## config.mk

```make
export PLATFORM = sky130hd
export DESIGN_NAME = load_store_unit_flat
export DESIGN_NICKNAME = d
export VERILOG_FILES = /design/src/rtl/lsu_pkg.sv /design/src/rtl/lsu_if.sv /design/src/rtl/lsu_align.sv /design/src/rtl/load_store_unit.sv /design/src/flat_wrapper.sv
export SDC_FILE = /design/constraint.sdc
export NUM_CORES = 1
export LEC_CHECK = 0
export ABC_AREA = 1
export CORE_ASPECT_RATIO = 0.8
export CORE_MARGIN = 5
export CORE_UTILIZATION = 29
export CTS_CLUSTER_SIZE = 25
export DETAILED_ROUTE_END_ITERATION = 16
export PLACE_DENSITY = 0.61
export SLEW_MARGIN = 25
export SYNTH_ARGS = -nofsm -noshare
export SYNTH_HDL_FRONTEND = slang
export SYNTH_SLANG_ARGS = --single-unit
```

## constraint.sdc

```tcl
create_clock -name clk -period 4.7 [get_ports clk]
set_input_delay 0.47 -clock clk [delete_from_list [all_inputs] [get_ports clk]]
set_output_delay 0.47 -clock clk [all_outputs]
set_load 0.005 [all_outputs]
```

## src/rtl/lsu_pkg.sv

```systemverilog
// Shared definitions for the load/store unit: funct3 encodings, response codes,
// FSM state type and the lane-index width helper.
package lsu_pkg;

  localparam logic [2:0] F3_B  = 3'b000;
  localparam logic [2:0] F3_H  = 3'b001;
  localparam logic [2:0] F3_W  = 3'b010;
  localparam logic [2:0] F3_D  = 3'b011;
  localparam logic [2:0] F3_BU = 3'b100;
  localparam logic [2:0] F3_HU = 3'b101;
  localparam logic [2:0] F3_WU = 3'b110;

  localparam logic [1:0] ERR_OK       = 2'b00;
  localparam logic [1:0] ERR_MISALIGN = 2'b01;
  localparam logic [1:0] ERR_TIMEOUT  = 2'b10;
  localparam logic [1:0] ERR_ILLEGAL  = 2'b11;

  typedef enum logic [1:0] {
    ST_IDLE   = 2'd0,
    ST_ACCESS = 2'd1,
    ST_RESP   = 2'd2
  } state_t;

  // Number of address bits that select a byte lane within one bus word.
  function automatic int lane_bits(input int xlen);
    return (xlen == 64) ? 3 : 2;
  endfunction

endpackage

```

## src/rtl/lsu_if.sv

```systemverilog
// Request, memory-bus and response signals of the load/store unit.
// Handshake: a request transfers on a rising edge where req_valid && req_ready; mem_req is held
// until mem_ack (same cycle allowed) or timeout; resp_valid is a one-cycle pulse with no backpressure.
interface lsu_if #(
  parameter int XLEN   = 32,
  parameter int ADDR_W = 32
);
  logic              req_valid;
  logic              req_ready;
  logic              req_store;
  logic [2:0]        req_op;
  logic [ADDR_W-1:0] req_addr;
  logic [XLEN-1:0]   req_wdata;

  logic              mem_req;
  logic              mem_we;
  logic [ADDR_W-1:0] mem_addr;
  logic [XLEN/8-1:0] mem_be;
  logic [XLEN-1:0]   mem_wdata;
  logic              mem_ack;
  logic [XLEN-1:0]   mem_rdata;

  logic              resp_valid;
  logic [XLEN-1:0]   resp_rdata;
  logic [1:0]        resp_err;

  modport slave (
    input  req_valid, req_store, req_op, req_addr, req_wdata, mem_ack, mem_rdata,
    output req_ready, mem_req, mem_we, mem_addr, mem_be, mem_wdata,
    output resp_valid, resp_rdata, resp_err
  );

  modport master (
    output req_valid, req_store, req_op, req_addr, req_wdata, mem_ack, mem_rdata,
    input  req_ready, mem_req, mem_we, mem_addr, mem_be, mem_wdata,
    input  resp_valid, resp_rdata, resp_err
  );
endinterface

```

## src/rtl/lsu_align.sv

```systemverilog
// Combinational lane logic: byte enables and replicated store data for a request,
// and lane selection plus sign/zero extension of returned load data.
module lsu_align
  import lsu_pkg::*;
#(
  parameter  int XLEN = 32,
  localparam int LB   = lane_bits(XLEN),
  localparam int NB   = XLEN / 8
) (
  input  logic [2:0]      op,
  input  logic [LB-1:0]   lane,
  input  logic [XLEN-1:0] wdata,
  input  logic [XLEN-1:0] rdata,
  output logic [NB-1:0]   be,
  output logic [XLEN-1:0] wdata_rep,
  output logic [XLEN-1:0] rdata_ext
);
  logic [NB-1:0]   be_base;
  logic [XLEN-1:0] shifted;

  always_comb begin
    be_base = '0;
    for (int i = 0; i < NB; i++) be_base[i] = (i < (1 << op[1:0]));
    be      = be_base << lane;
    shifted = rdata >> {lane, 3'b000};

    case (op[1:0])
      2'b00:   wdata_rep = {NB{wdata[7:0]}};
      2'b01:   wdata_rep = {(NB/2){wdata[15:0]}};
      2'b10:   wdata_rep = {(NB/4){wdata[31:0]}};
      default: wdata_rep = wdata;
    endcase

    // Signed casts widen with sign extension; LW at XLEN=32 and LD fall through unchanged.
    case (op)
      F3_B:    rdata_ext = XLEN'($signed(shifted[7:0]));
      F3_H:    rdata_ext = XLEN'($signed(shifted[15:0]));
      F3_W:    rdata_ext = XLEN'($signed(shifted[31:0]));
      F3_BU:   rdata_ext = XLEN'(shifted[7:0]);
      F3_HU:   rdata_ext = XLEN'(shifted[15:0]);
      F3_WU:   rdata_ext = XLEN'(shifted[31:0]);
      default: rdata_ext = shifted;
    endcase
  end
endmodule

```

## src/rtl/load_store_unit.sv

```systemverilog
// Memory-stage load/store unit: legality/alignment check, word-wide bus access with
// timeout-bounded ack wait, and a one-cycle extended response.
module load_store_unit
  import lsu_pkg::*;
#(
  parameter int XLEN     = 32,
  parameter int ADDR_W   = 32,
  parameter int MAX_WAIT = 15
) (
  input  logic   clk,
  input  logic   rst,
  lsu_if.slave   bus,
  output state_t dbg_state
);
  localparam int LB = lane_bits(XLEN);
  localparam int NB = XLEN / 8;
  localparam int CW = (MAX_WAIT > 1) ? $clog2(MAX_WAIT) : 1;

  state_t            state;
  logic              req_ready_r, mem_req_r, mem_we_r, resp_valid_r, store_q;
  logic [ADDR_W-1:0] mem_addr_r;
  logic [NB-1:0]     mem_be_r, al_be;
  logic [XLEN-1:0]   mem_wdata_r, resp_rdata_r, al_wdata, al_rdata;
  logic [1:0]        resp_err_r;
  logic [CW-1:0]     wait_cnt;
  logic [2:0]        op_q, al_op;
  logic [LB-1:0]     lane_q, al_lane;
  logic              accept, illegal, misaligned;

  assign accept  = bus.req_valid && req_ready_r;
  // In IDLE the aligner works on the incoming request, afterwards on the registered one.
  assign al_op   = (state == ST_IDLE) ? bus.req_op : op_q;
  assign al_lane = (state == ST_IDLE) ? bus.req_addr[LB-1:0] : lane_q;

  always_comb begin
    illegal    = 1'b0;
    misaligned = 1'b0;
    if (bus.req_store)
      illegal = bus.req_op[2] || (bus.req_op == F3_D && XLEN == 32);
    else
      illegal = (bus.req_op == 3'b111) ||
                (XLEN == 32 && (bus.req_op == F3_D || bus.req_op == F3_WU));
    case (bus.req_op[1:0])
      2'b01:   misaligned = bus.req_addr[0];
      2'b10:   misaligned = |bus.req_addr[1:0];
      2'b11:   misaligned = |bus.req_addr[2:0];
      default: misaligned = 1'b0;
    endcase
  end

  lsu_align #(.XLEN(XLEN)) u_align (
    .op        (al_op),
    .lane      (al_lane),
    .wdata     (bus.req_wdata),
    .rdata     (bus.mem_rdata),
    .be        (al_be),
    .wdata_rep (al_wdata),
    .rdata_ext (al_rdata)
  );

  always_ff @(posedge clk) begin
    if (rst) begin
      state        <= ST_IDLE;
      req_ready_r  <= 1'b0;
      mem_req_r    <= 1'b0;
      mem_we_r     <= 1'b0;
      mem_addr_r   <= '0;
      mem_be_r     <= '0;
      mem_wdata_r  <= '0;
      resp_valid_r <= 1'b0;
      resp_rdata_r <= '0;
      resp_err_r   <= ERR_OK;
      wait_cnt     <= '0;
      op_q         <= '0;
      lane_q       <= '0;
      store_q      <= 1'b0;
    end else begin
      resp_valid_r <= 1'b0;
      case (state)
        ST_IDLE: begin
          req_ready_r <= 1'b1;
          if (accept) begin
            op_q        <= bus.req_op;
            lane_q      <= bus.req_addr[LB-1:0];
            store_q     <= bus.req_store;
            req_ready_r <= 1'b0;
            if (illegal || misaligned) begin
              state        <= ST_RESP;
              resp_valid_r <= 1'b1;
              resp_rdata_r <= '0;
              resp_err_r   <= illegal ? ERR_ILLEGAL : ERR_MISALIGN;
            end else begin
              state       <= ST_ACCESS;
              mem_req_r   <= 1'b1;
              mem_we_r    <= bus.req_store;
              mem_addr_r  <= {bus.req_addr[ADDR_W-1:LB], LB'(0)};
              mem_be_r    <= al_be;
              mem_wdata_r <= al_wdata;
              wait_cnt    <= '0;
            end
          end
        end
        ST_ACCESS: begin
          // Ack takes priority over a timeout expiring in the same cycle.
          if (bus.mem_ack) begin
            state        <= ST_RESP;
            mem_req_r    <= 1'b0;
            mem_we_r     <= 1'b0;
            resp_valid_r <= 1'b1;
            resp_err_r   <= ERR_OK;
            resp_rdata_r <= store_q ? '0 : al_rdata;
          end else if (MAX_WAIT > 0 && wait_cnt == CW'(MAX_WAIT - 1)) begin
            state        <= ST_RESP;
            mem_req_r    <= 1'b0;
            mem_we_r     <= 1'b0;
            resp_valid_r <= 1'b1;
            resp_err_r   <= ERR_TIMEOUT;
            resp_rdata_r <= '0;
          end else begin
            wait_cnt <= wait_cnt + 1'b1;
          end
        end
        ST_RESP: begin
          state       <= ST_IDLE;
          req_ready_r <= 1'b1;
        end
        default: state <= ST_IDLE;
      endcase
    end
  end

  assign bus.req_ready  = req_ready_r;
  assign bus.mem_req    = mem_req_r;
  assign bus.mem_we     = mem_we_r;
  assign bus.mem_addr   = mem_addr_r;
  assign bus.mem_be     = mem_be_r;
  assign bus.mem_wdata  = mem_wdata_r;
  assign bus.resp_valid = resp_valid_r;
  assign bus.resp_rdata = resp_rdata_r;
  assign bus.resp_err   = resp_err_r;
  assign dbg_state      = state;
endmodule

```

## src/flat_wrapper.sv

```systemverilog
// flat-port wrapper written by rule: the top's interface ports become plain ports
module load_store_unit_flat import lsu_pkg::*;
#(
  parameter int XLEN     = 32,
  parameter int ADDR_W   = 32,
  parameter int MAX_WAIT = 15
)
  (clk, rst, dbg_state, bus_req_valid, bus_req_store, bus_req_op, bus_req_addr, bus_req_wdata, bus_mem_ack, bus_mem_rdata, bus_req_ready, bus_mem_req, bus_mem_we, bus_mem_addr, bus_mem_be, bus_mem_wdata, bus_resp_valid, bus_resp_rdata, bus_resp_err);
  lsu_if #(.XLEN(XLEN), .ADDR_W(ADDR_W)) bus_i ();
  input  logic clk;
  input  logic rst;
  output state_t dbg_state;
  input wire logic [$bits(bus_i.req_valid)-1:0] bus_req_valid;
  input wire logic [$bits(bus_i.req_store)-1:0] bus_req_store;
  input wire logic [$bits(bus_i.req_op)-1:0] bus_req_op;
  input wire logic [$bits(bus_i.req_addr)-1:0] bus_req_addr;
  input wire logic [$bits(bus_i.req_wdata)-1:0] bus_req_wdata;
  input wire logic [$bits(bus_i.mem_ack)-1:0] bus_mem_ack;
  input wire logic [$bits(bus_i.mem_rdata)-1:0] bus_mem_rdata;
  output wire logic [$bits(bus_i.req_ready)-1:0] bus_req_ready;
  output wire logic [$bits(bus_i.mem_req)-1:0] bus_mem_req;
  output wire logic [$bits(bus_i.mem_we)-1:0] bus_mem_we;
  output wire logic [$bits(bus_i.mem_addr)-1:0] bus_mem_addr;
  output wire logic [$bits(bus_i.mem_be)-1:0] bus_mem_be;
  output wire logic [$bits(bus_i.mem_wdata)-1:0] bus_mem_wdata;
  output wire logic [$bits(bus_i.resp_valid)-1:0] bus_resp_valid;
  output wire logic [$bits(bus_i.resp_rdata)-1:0] bus_resp_rdata;
  output wire logic [$bits(bus_i.resp_err)-1:0] bus_resp_err;
  assign bus_i.req_valid = bus_req_valid;
  assign bus_i.req_store = bus_req_store;
  assign bus_i.req_op = bus_req_op;
  assign bus_i.req_addr = bus_req_addr;
  assign bus_i.req_wdata = bus_req_wdata;
  assign bus_i.mem_ack = bus_mem_ack;
  assign bus_i.mem_rdata = bus_mem_rdata;
  assign bus_req_ready = bus_i.req_ready;
  assign bus_mem_req = bus_i.mem_req;
  assign bus_mem_we = bus_i.mem_we;
  assign bus_mem_addr = bus_i.mem_addr;
  assign bus_mem_be = bus_i.mem_be;
  assign bus_mem_wdata = bus_i.mem_wdata;
  assign bus_resp_valid = bus_i.resp_valid;
  assign bus_resp_rdata = bus_i.resp_rdata;
  assign bus_resp_err = bus_i.resp_err;
  load_store_unit #(.XLEN(XLEN), .ADDR_W(ADDR_W), .MAX_WAIT(MAX_WAIT)) u_core (.clk(clk), .rst(rst), .bus(bus_i), .dbg_state(dbg_state));
endmodule
```

==> results of run 1 <==
==> layout by cell type, fill, tap and decap left out, types with 2 or more instances in the layout <==
cell type / synthesis / layout
sky130_fd_sc_hd__nand3_2: 4 / 4
sky130_fd_sc_hd__nand2_4: 2 / 2
sky130_fd_sc_hd__clkbuf_8: 0 / 2
sky130_fd_sc_hd__o31ai_1: 9 / 9
sky130_fd_sc_hd__o21ai_2: 2 / 2
sky130_fd_sc_hd__o211ai_1: 22 / 22
sky130_fd_sc_hd__clkdlybuf4s50_1: 0 / 209
sky130_fd_sc_hd__inv_1: 45 / 44
sky130_fd_sc_hd__buf_4: 7 / 6
sky130_fd_sc_hd__a31oi_1: 8 / 8
sky130_fd_sc_hd__clkinv_4: 0 / 3
sky130_fd_sc_hd__inv_2: 5 / 5
sky130_fd_sc_hd__nor2_1: 89 / 89
sky130_fd_sc_hd__clkinvlp_4: 0 / 4
sky130_fd_sc_hd__conb_1: 1 / 2
sky130_fd_sc_hd__nand2_2: 5 / 5
sky130_fd_sc_hd__nand2_1: 151 / 151
sky130_fd_sc_hd__nand3_1: 38 / 38
sky130_fd_sc_hd__o21ai_1: 2 / 2
sky130_fd_sc_hd__clkinv_2: 0 / 3
sky130_fd_sc_hd__nor2_4: 3 / 3
sky130_fd_sc_hd__dfxtp_1: 116 / 116
sky130_fd_sc_hd__ha_1: 2 / 2
sky130_fd_sc_hd__clkbuf_16: 0 / 17
sky130_fd_sc_hd__nand3_4: 2 / 2
sky130_fd_sc_hd__bufinv_16: 0 / 2
sky130_fd_sc_hd__o21ai_0: 99 / 99
sky130_fd_sc_hd__a21oi_1: 70 / 70
==> report_power, final <==
group / internal [mW] / switching [mW]
Sequential: 1.02 / 0.0175
Combinational: 0.190 / 0.227
Clock: 0.806 / 0.475
Total: 2.01 / 0.719
==> through the flow <==
| stage | hold slack (ns) | worst slack (ns) |
|---|---|---|
| after floorplan | 0.4422 | 3.102 |
| after global placement | 0.4516 | 1.921 |
| after detailed placement | 0.4451 | 1.878 |
| after CTS | 0.4532 | 2.317 |
| after global routing | 0.4775 | 2.110 |
| final | 0.4497 | 2.275 |
==> per-layer routing <==
metal / up-vias / routed length (µm) / share of wire, % / GRT usage, %
li1: 2802 / - / - / -
met1: 2470 / 8687 / 48 / 23.41
met2: 237 / 7397 / 41 / 24.18
met3: 19 / 1694 / 9.4 / 5.841
met4: 0 / 282 / 1.6 / 6.070
met5: - / 0 / 0 / 0
==> area by class of cell <==
cell class | count | area, µm² | share of cell area [%]
multi-input cells | 516 | 2480 | 30.96
clock buffers | 20 | 456.7 | 5.702
inverters | 51 | 193.9 | 2.421
repair buffers | 215 | 2137 | 26.68
well taps | 230 | 287.8 | 3.593
clock inverters | 12 | 131.4 | 1.640
flip-flops and latches | 116 | 2322 | 29.00
==> final timing paths <==
kind	startpoint	endpoint	slack [ns]	depth (start not counted)
worst max-delay path	bus_req_op[1]	u_core.bus.mem_wdata[14]	2.28	8
worst min-delay path	u_core.bus.resp_err[0]	u_core.bus.resp_err[0]	0.45	2
worst max register to register	u_core.dbg_state[0]	u_core.bus.resp_rdata[24]	2.34	9
worst min register to register	u_core.bus.resp_err[0]	u_core.bus.resp_err[0]	0.45	2
==> state kept, by name (all words and copies together), names as in the netlist <==
signal,cells
u_core.bus.mem_req,1
u_core.dbg_state,2
u_core.op_q,3
u_core.bus.req_ready,1
u_core.bus.resp_valid,1
u_core.store_q,1
u_core.bus.resp_err,2
u_core.wait_cnt,4
u_core.bus.resp_rdata,32
u_core.bus.mem_be,4
u_core.bus.mem_wdata,32
u_core.bus.mem_addr,30
u_core.lane_q,2
u_core.bus.mem_we,1
==> worst max-delay path, delay by kind of cell <==
kind	cells	cell delay, ns
compound gates	3	0.71
buf+inv	3	1.13
simple gates	2	0.33
==> logic make-up after synthesis <==
logic type | share of synthesized area (%)
simple gates | 24.53
compound gates | 22.19
flops | 44.33
buf+inv | 8.407
fa+ha+maj | 0.4776
other cells | 0.07158
==> reports/metrics.json, run 1 <==
{
  "synth_area_leader_cell": {"value": "sky130_fd_sc_hd__dfxtp_1"},
  "post-layout-total-power": {"value": 2.733, "unit": "mW"},
  "finalNonFillerCells": {"value": 1160},
  "antenna-diode-count": {"value": 0},
  "max_cap_violations": {"value": 0},
  "floorplan.initialDensity": {"value": 29.19, "unit": "%"},
  "place_area": {"value": 0.007421, "unit": "mm²"},
  "detailed_place_hpwl": {"value": 12660, "unit": "µm"},
  "slowest_delay": {"value": 0.59, "unit": "ns"},
  "via_per_inst": {"value": 4.766},
  "ios": {"value": 212},
  "via_count": {"value": 5528},
  "htree_levels": {"value": 4},
  "drtAntennaViolNets": {"value": 0},
  "timing.final.crit_period": {"value": 2.425, "unit": "ns"},
  "cts_hold_repair.buffers": {"value": 0},
  "fin_worst_skew": {"value": 0.01035, "unit": "ns"},
  "postSynthCellCount": {"value": 733},
  "average_instance_area_after_synthesis": {"value": 7.147, "unit": "µm²"},
  "post-synth-top-area-fraction": {"value": 44.33, "unit": "%"},
  "relative_area_change_from_synthesis_to_final_layout": {"value": 52.88, "unit": "%"},
  "layout_worst_path_cycle_share": {"value": 51.59, "unit": "%"},
  "yosys_register_bits": {"value": 116},
  "cts.repair.resized": {"value": 0},
  "yosys-top-cells-area": {"value": "sky130_fd_sc_hd__dfxtp_1 (44%), sky130_fd_sc_hd__nand2_1 (11%), sky130_fd_sc_hd__o21ai_0 (9.5%)"},
  "first_pass_iteration_count_of_the_detailed_router": {"value": 5},
  "cts.sink_count": {"value": 116},
  "synth_flop_cell": {"value": "sky130_fd_sc_hd__dfxtp_1"},
  "grt_overflow": {"value": 0},
  "slowest_stage": {"value": "sky130_fd_sc_hd__buf_4"},
  "clk_path_buf_depth": {"value": 2},
  "max_freq": {"value": 0.4125, "unit": "GHz"},
  "arrival": {"value": 2.74, "unit": "ns"},
  "path_common_cell": {"value": "sky130_fd_sc_hd__o211ai_1"},
  "vias_in_the_first_global_route": {"value": 5147},
  "floorplan.die.height": {"value": 130.2, "unit": "µm"},
  "min_path_type": {"value": "register to register"},
  "finalSetupTns": {"value": 0, "unit": "ns"},
  "drive_above_1_share": {"value": 6.667, "unit": "%"},
  "worstSetupStartpointType": {"value": "primary input"},
  "cts_tree": {"value": "done"},
  "synthesis.area": {"value": 0.005239, "unit": "mm²"},
  "cp-end-kind": {"value": "register"},
  "cts-root-buf": {"value": "sky130_fd_sc_hd__clkbuf_16"},
  "num-nets-final": {"value": 1023},
  "place_congestion": {"value": 0.8233},
  "power.density": {"value": 341.2, "unit": "mW/mm²"},
  "data_required_time_at_the_worst_endpoint": {"value": 5.01, "unit": "ns"},
  "numCtsBuffers": {"value": 17},
  "post-route-drc-count": {"value": 0},
  "antenna_violations_before_repair": {"value": 0},
  "timing_worst_slew_pin_value": {"value": 0.7947, "unit": "ns"},
  "synth_enable_flop_cells": {"value": 0},
  "post-place-cells": {"value": 1128},
  "timing.max_slew.rel_slack": {"value": 47.02, "unit": "%"},
  "clk_transition_reported_paths": {"value": 0.06, "unit": "ns"},
  "finalHoldViolations": {"value": 0},
  "clk-insertion-delay-late": {"value": 0.42, "unit": "ns"},
  "die_w": {"value": 160.3, "unit": "µm"},
  "run_status": {"value": "finished, final reports clean"},
  "setup_violations": {"value": 0},
  "floorplan.rows": {"value": 44},
  "worstPathMaxFanout": {"value": 87},
  "grt_max_degree": {"value": 88},
  "drt_wl_total": {"value": 18060, "unit": "µm"},
  "cts.repair_timing.setup_buffer_count": {"value": 0},
  "total_leakage_power": {"value": 3.176, "unit": "nW"},
  "synth.top_cells.by_count": {"value": "sky130_fd_sc_hd__nand2_1 (151), sky130_fd_sc_hd__dfxtp_1 (116), sky130_fd_sc_hd__o21ai_0 (99), sky130_fd_sc_hd__nor2_1 (89), sky130_fd_sc_hd__a21oi_1 (70)"},
  "unique_cell_type_count_in_the_yosys_netlist": {"value": 32},
  "core_region_area": {"value": 0.01795, "unit": "mm²"},
  "grt_setup_unrepaired": {"value": "no"},
  "synthArstFlopShare": {"value": 0, "unit": "%"},
  "postLayoutCoreUtil": {"value": 44.62, "unit": "%"},
  "synth.most_common_cell": {"value": "sky130_fd_sc_hd__nand2_1"},
  "routedWlPerCell": {"value": 15.57, "unit": "µm"},
  "final.fill_count": {"value": 1801},
  "worst_ir_drop_on_vdd": {"value": 0.1740, "unit": "mV"},
  "fp.dieArea": {"value": 0.02087, "unit": "mm²"},
  "cell_chain_critical_path": {"value": "clkdlybuf4s50_1 -> o21ai_0 -> nand2_1 -> nor2_4 -> buf_4 -> o211ai_1 -> o211ai_1 -> inv_1"},
  "initialDrtViolationCount": {"value": 405},
  "ys.warnings.count": {"value": 0},
  "global_route.usage.total": {"value": 16.83, "unit": "%"},
  "grt_first_pass_wirelength": {"value": 28030, "unit": "µm"},
  "pins_over_slew_limit": {"value": 0},
  "fin_area": {"value": 0.008009, "unit": "mm²"},
  "count_of_buffers_from_port_buffering": {"value": 209},
  "seq_area_frac_synth": {"value": 44.33, "unit": "%"},
  "worst-setup-path-type": {"value": "primary input to register"}
}
(Power assumes the default switching activity.)
==> inputs of run 2 (changes only) <==
==> constraint.sdc (replaced) <==
create_clock -name clk -period 2.3 [get_ports clk]
set_input_delay 0.23 -clock clk [delete_from_list [all_inputs] [get_ports clk]]
set_output_delay 0.23 -clock clk [all_outputs]
set_load 0.005 [all_outputs]
==> run 2 against run 1 <==
Against the previous run: flip-flop and latch count unchanged; combinational power increased by 120%; critical endpoint is now u_core.bus.resp_rdata[29]; clock power up 120%; global-route usage rose by 0.57 points; non-clock buffer count grew 10; cell area rose by 2.3%; sequential power rose by 100%; clock skew down 0.0036 ns; register-to-register slack lost 2.1 ns; highest routed layer unchanged; die area did not move; largest cell class unchanged; critical path depth is the same; core utilization rose by 1.0 points.
==> reports/metrics.json, run 2 (synthesis results as in run 1) <==
{
  "floorplan.die.height": {"value": 130.2, "unit": "µm", "change": "unchanged"},
  "worstPathMaxFanout": {"value": 12, "change": "-86%"},
  "pins_over_slew_limit": {"value": 0, "change": "unchanged"},
  "final.fill_count": {"value": 1790, "change": "-0.61%"},
  "floorplan.rows": {"value": 44, "change": "unchanged"},
  "total_leakage_power": {"value": 3.277, "unit": "nW", "change": "+3.2%"},
  "count_of_buffers_from_port_buffering": {"value": 209, "change": "unchanged"},
  "routedWlPerCell": {"value": 15.76, "unit": "µm", "change": "+1.2%"},
  "fp.dieArea": {"value": 0.02087, "unit": "mm²", "change": "unchanged"},
  "clk_path_buf_depth": {"value": 2, "change": "unchanged"},
  "cts-root-buf": {"value": "sky130_fd_sc_hd__clkbuf_16"},
  "antenna-diode-count": {"value": 0, "change": "unchanged"},
  "initialDrtViolationCount": {"value": 339, "change": "-16%"},
  "rr_endpoint": {"value": "u_core.bus.resp_rdata[29]"},
  "finalSetupTns": {"value": 0, "unit": "ns", "change": "unchanged"},
  "grt_max_degree": {"value": 77, "change": "-13%"},
  "post-layout-total-power": {"value": 5.778, "unit": "mW", "change": "+110%"},
  "cell_chain_critical_path": {"value": "nor2_4 -> nand2_1 -> o21ai_2 -> inv_2 -> buf_4 -> o31ai_1 -> nand3_1 -> a21oi_1"},
  "fin_worst_skew": {"value": 0.006764, "unit": "ns", "change": "-0.003588 ns"},
  "timing.final.crit_period": {"value": 2.045, "unit": "ns"},
  "drt_wl_total": {"value": 18440, "unit": "µm", "change": "+2.1%"},
  "numCtsBuffers": {"value": 17, "change": "unchanged"},
  "slowest_delay": {"value": 0.43, "unit": "ns", "change": "-0.16 ns"},
  "number_of_instances_on_the_worst_hold_path": {"value": 3, "change": "+1"},
  "slowest_stage": {"value": "sky130_fd_sc_hd__o31ai_1"},
  "grt_first_pass_wirelength": {"value": 28710, "unit": "µm", "change": "+2.4%"},
  "floorplan.initialDensity": {"value": 29.19, "unit": "%", "change": "unchanged"},
  "die_w": {"value": 160.3, "unit": "µm", "change": "unchanged"},
  "cp-end-kind": {"value": "register"},
  "data_required_time_at_the_worst_endpoint": {"value": 2.65, "unit": "ns", "change": "-2.36 ns"},
  "global_route.usage.total": {"value": 17.41, "unit": "%", "change": "+0.57 points"},
  "place_congestion": {"value": 0.8224, "change": "-0.11%"},
  "layout_worst_path_cycle_share": {"value": 88.92, "unit": "%"},
  "vias_in_the_first_global_route": {"value": 5235, "change": "+1.7%"},
  "min-delay-start": {"value": "bus_req_wdata[20]"},
  "final_common_cell": {"value": "sky130_fd_sc_hd__clkdlybuf4s50_1"},
  "setup_violations": {"value": 0, "change": "unchanged"},
  "finalHoldViolations": {"value": 0, "change": "unchanged"},
  "rr_startpoint": {"value": "u_core.dbg_state[0]"},
  "timing.max_slew.rel_slack": {"value": 60.55, "unit": "%", "change": "+14 points"},
  "cts_hold_repair.buffers": {"value": 0, "change": "unchanged"},
  "postLayoutCoreUtil": {"value": 45.66, "unit": "%", "change": "+1.0 points"},
  "rr_worst_depth": {"value": 8, "change": "-1"},
  "post-route-drc-count": {"value": 0, "change": "unchanged"},
  "timing.hold.worst_endpoint": {"value": "u_core.bus.mem_wdata[20]"},
  "reg2reg_setup_slack": {"value": 0.25, "unit": "ns", "change": "-2.09 ns"},
  "clk_transition_reported_paths": {"value": 0.06, "unit": "ns", "change": "about the same"},
  "worst_ir_drop_on_vdd": {"value": 0.4064, "unit": "mV", "change": "+130%"},
  "drtAntennaViolNets": {"value": 0, "change": "unchanged"},
  "relative_area_change_from_synthesis_to_final_layout": {"value": 56.41, "unit": "%"},
  "worstSetupStartpointType": {"value": "register"},
  "cts.repair_timing.setup_buffer_count": {"value": 0, "change": "unchanged"},
  "detailed_place_hpwl": {"value": 13090, "unit": "µm", "change": "+3.5%"},
  "timing_worst_slew_pin_value": {"value": 0.5909, "unit": "ns", "change": "-0.2038 ns"},
  "core_region_area": {"value": 0.01795, "unit": "mm²", "change": "unchanged"},
  "grt_overflow": {"value": 0, "change": "unchanged"},
  "via_per_inst": {"value": 4.766, "change": "about the same"},
  "antenna_violations_before_repair": {"value": 0, "change": "unchanged"},
  "htree_levels": {"value": 4, "change": "unchanged"},
  "drive_above_1_share": {"value": 7.553, "unit": "%", "change": "+0.89 points"},
  "min_path_type": {"value": "primary input to register"},
  "max_cap_violations": {"value": 0, "change": "unchanged"},
  "run_status": {"value": "finished, final reports clean"},
  "arrival": {"value": 2.39, "unit": "ns", "change": "-0.35 ns"},
  "cts_tree": {"value": "done"},
  "most_frequent_cells_in_the_layout": {"value": "sky130_fd_sc_hd__clkdlybuf4s50_1 (209), sky130_fd_sc_hd__nand2_1 (151), sky130_fd_sc_hd__dfxtp_1 (116)"},
  "holdWs": {"value": 0.3881, "unit": "ns", "change": "-0.06170 ns"},
  "power.density": {"value": 705.1, "unit": "mW/mm²", "change": "+110%"},
  "clk-insertion-delay-late": {"value": 0.42, "unit": "ns", "change": "about the same"},
  "ios": {"value": 212, "change": "unchanged"},
  "via_count": {"value": 5576, "change": "+0.87%"},
  "cts.repair.resized": {"value": 0, "change": "unchanged"},
  "num-nets-final": {"value": 1033, "change": "+0.98%"},
  "first_pass_iteration_count_of_the_detailed_router": {"value": 5, "change": "unchanged"},
  "worst-setup-path-type": {"value": "register to register"},
  "grt_setup_unrepaired": {"value": "no"},
  "max_freq": {"value": 0.4890, "unit": "GHz"},
  "cts.sink_count": {"value": 116, "change": "unchanged"}
}
-- run 2: cell count changes in the layout (fill, tap and decap cells not counted) --
cell / before / now
sky130_fd_sc_hd__clkinv_2: 3 / 4
sky130_fd_sc_hd__clkinv_4: 3 / 0
sky130_fd_sc_hd__clkbuf_8: 2 / 4
sky130_fd_sc_hd__buf_12: 0 / 7
sky130_fd_sc_hd__inv_4: 1 / 0
sky130_fd_sc_hd__bufinv_16: 2 / 3
sky130_fd_sc_hd__inv_2: 5 / 6
sky130_fd_sc_hd__buf_4: 6 / 9
sky130_fd_sc_hd__clkbuf_1: 1 / 2
sky130_fd_sc_hd__clkinvlp_4: 4 / 2
-- run 2: cell type report --
class	count	area, µm²	area share (%)
clock buffer	23	488.0	5.955
clock inverter	9	125.1	1.527
inverter	51	191.4	2.336
multi-input combinational	516	2480	30.26
sequential	116	2322	28.34
tap	230	287.8	3.512
timing repair buffer	225	2300	28.07
-- run 2: stage by stage --
step / cell area, µm² / cells / worst slack (ns)
4_1_cts: 8194 / 1170 / 0.2918
3_5_place_dp: 7581 / 1138 / 0.2127
2_1_floorplan: 5243 / 734 / 0.7227
3_3_place_gp: 7581 / 1138 / 0.1926
6_report: 8194 / 1170 / 0.2549
5_1_grt: 8194 / 1170 / 0.09516
-- run 2: worst max path at each step --
| stage | slack (ns) | to | cells after the start | from |
|---|---|---|---|---|
| 5_1_grt | 0.1 | u_core.bus.resp_rdata[28] | 8 | u_core.dbg_state[0] |
| 4_1_cts | 0.29 | u_core.bus.resp_rdata[29] | 8 | u_core.dbg_state[0] |
| 3_5_place_dp | 0.21 | u_core.bus.resp_rdata[29] | 9 | bus_req_addr[1] |
| 3_3_place_gp | 0.19 | u_core.wait_cnt[0] | 11 | bus_req_op[1] |
| 2_1_floorplan | 0.72 | u_core.bus.resp_rdata[27] | 10 | u_core.dbg_state[0] |
| 6_report | 0.25 | u_core.bus.resp_rdata[29] | 8 | u_core.dbg_state[0] |
-- run 2: routing by layer --
layer	global-route usage, %	vias to the layer above	wire [µm]
met3	6.157	14	1433
met5	0	-	0
met2	25.18	190	7872
met1	24.48	2548	8940
met4	5.008	0	195
li1	-	2824	-
-- run 2: worst max-delay path, delay by kind of cell (launching register included) --
| family | cells | cell delay, ns |
|---|---|---|
| AND/OR/NAND/NOR | 3 | 0.52 |
| AO/OA/AOI/OAI | 3 | 0.70 |
| buffers and inverters | 2 | 0.38 |
| flip-flops | 1 | 0.36 |
-- run 2: where the power goes --
group          internal (mW)  leakage [nW]  switching (mW)
Sequential              2.08         0.940          0.0350
Combinational          0.424          2.04           0.477
Clock                   1.81         0.299           0.953
==> inputs of run 3 (changes only) <==
--- a/config.mk
+++ b/config.mk
@@ -6,6 +6,7 @@
 export NUM_CORES = 1
 export LEC_CHECK = 0
 export ABC_AREA = 1
+export CAP_MARGIN = 5
 export CORE_ASPECT_RATIO = 0.8
 export CORE_MARGIN = 5
 export CORE_UTILIZATION = 29
==> results of run 3 <==
Same layout as run 2: the final DEF is identical, and so are final timing and power.
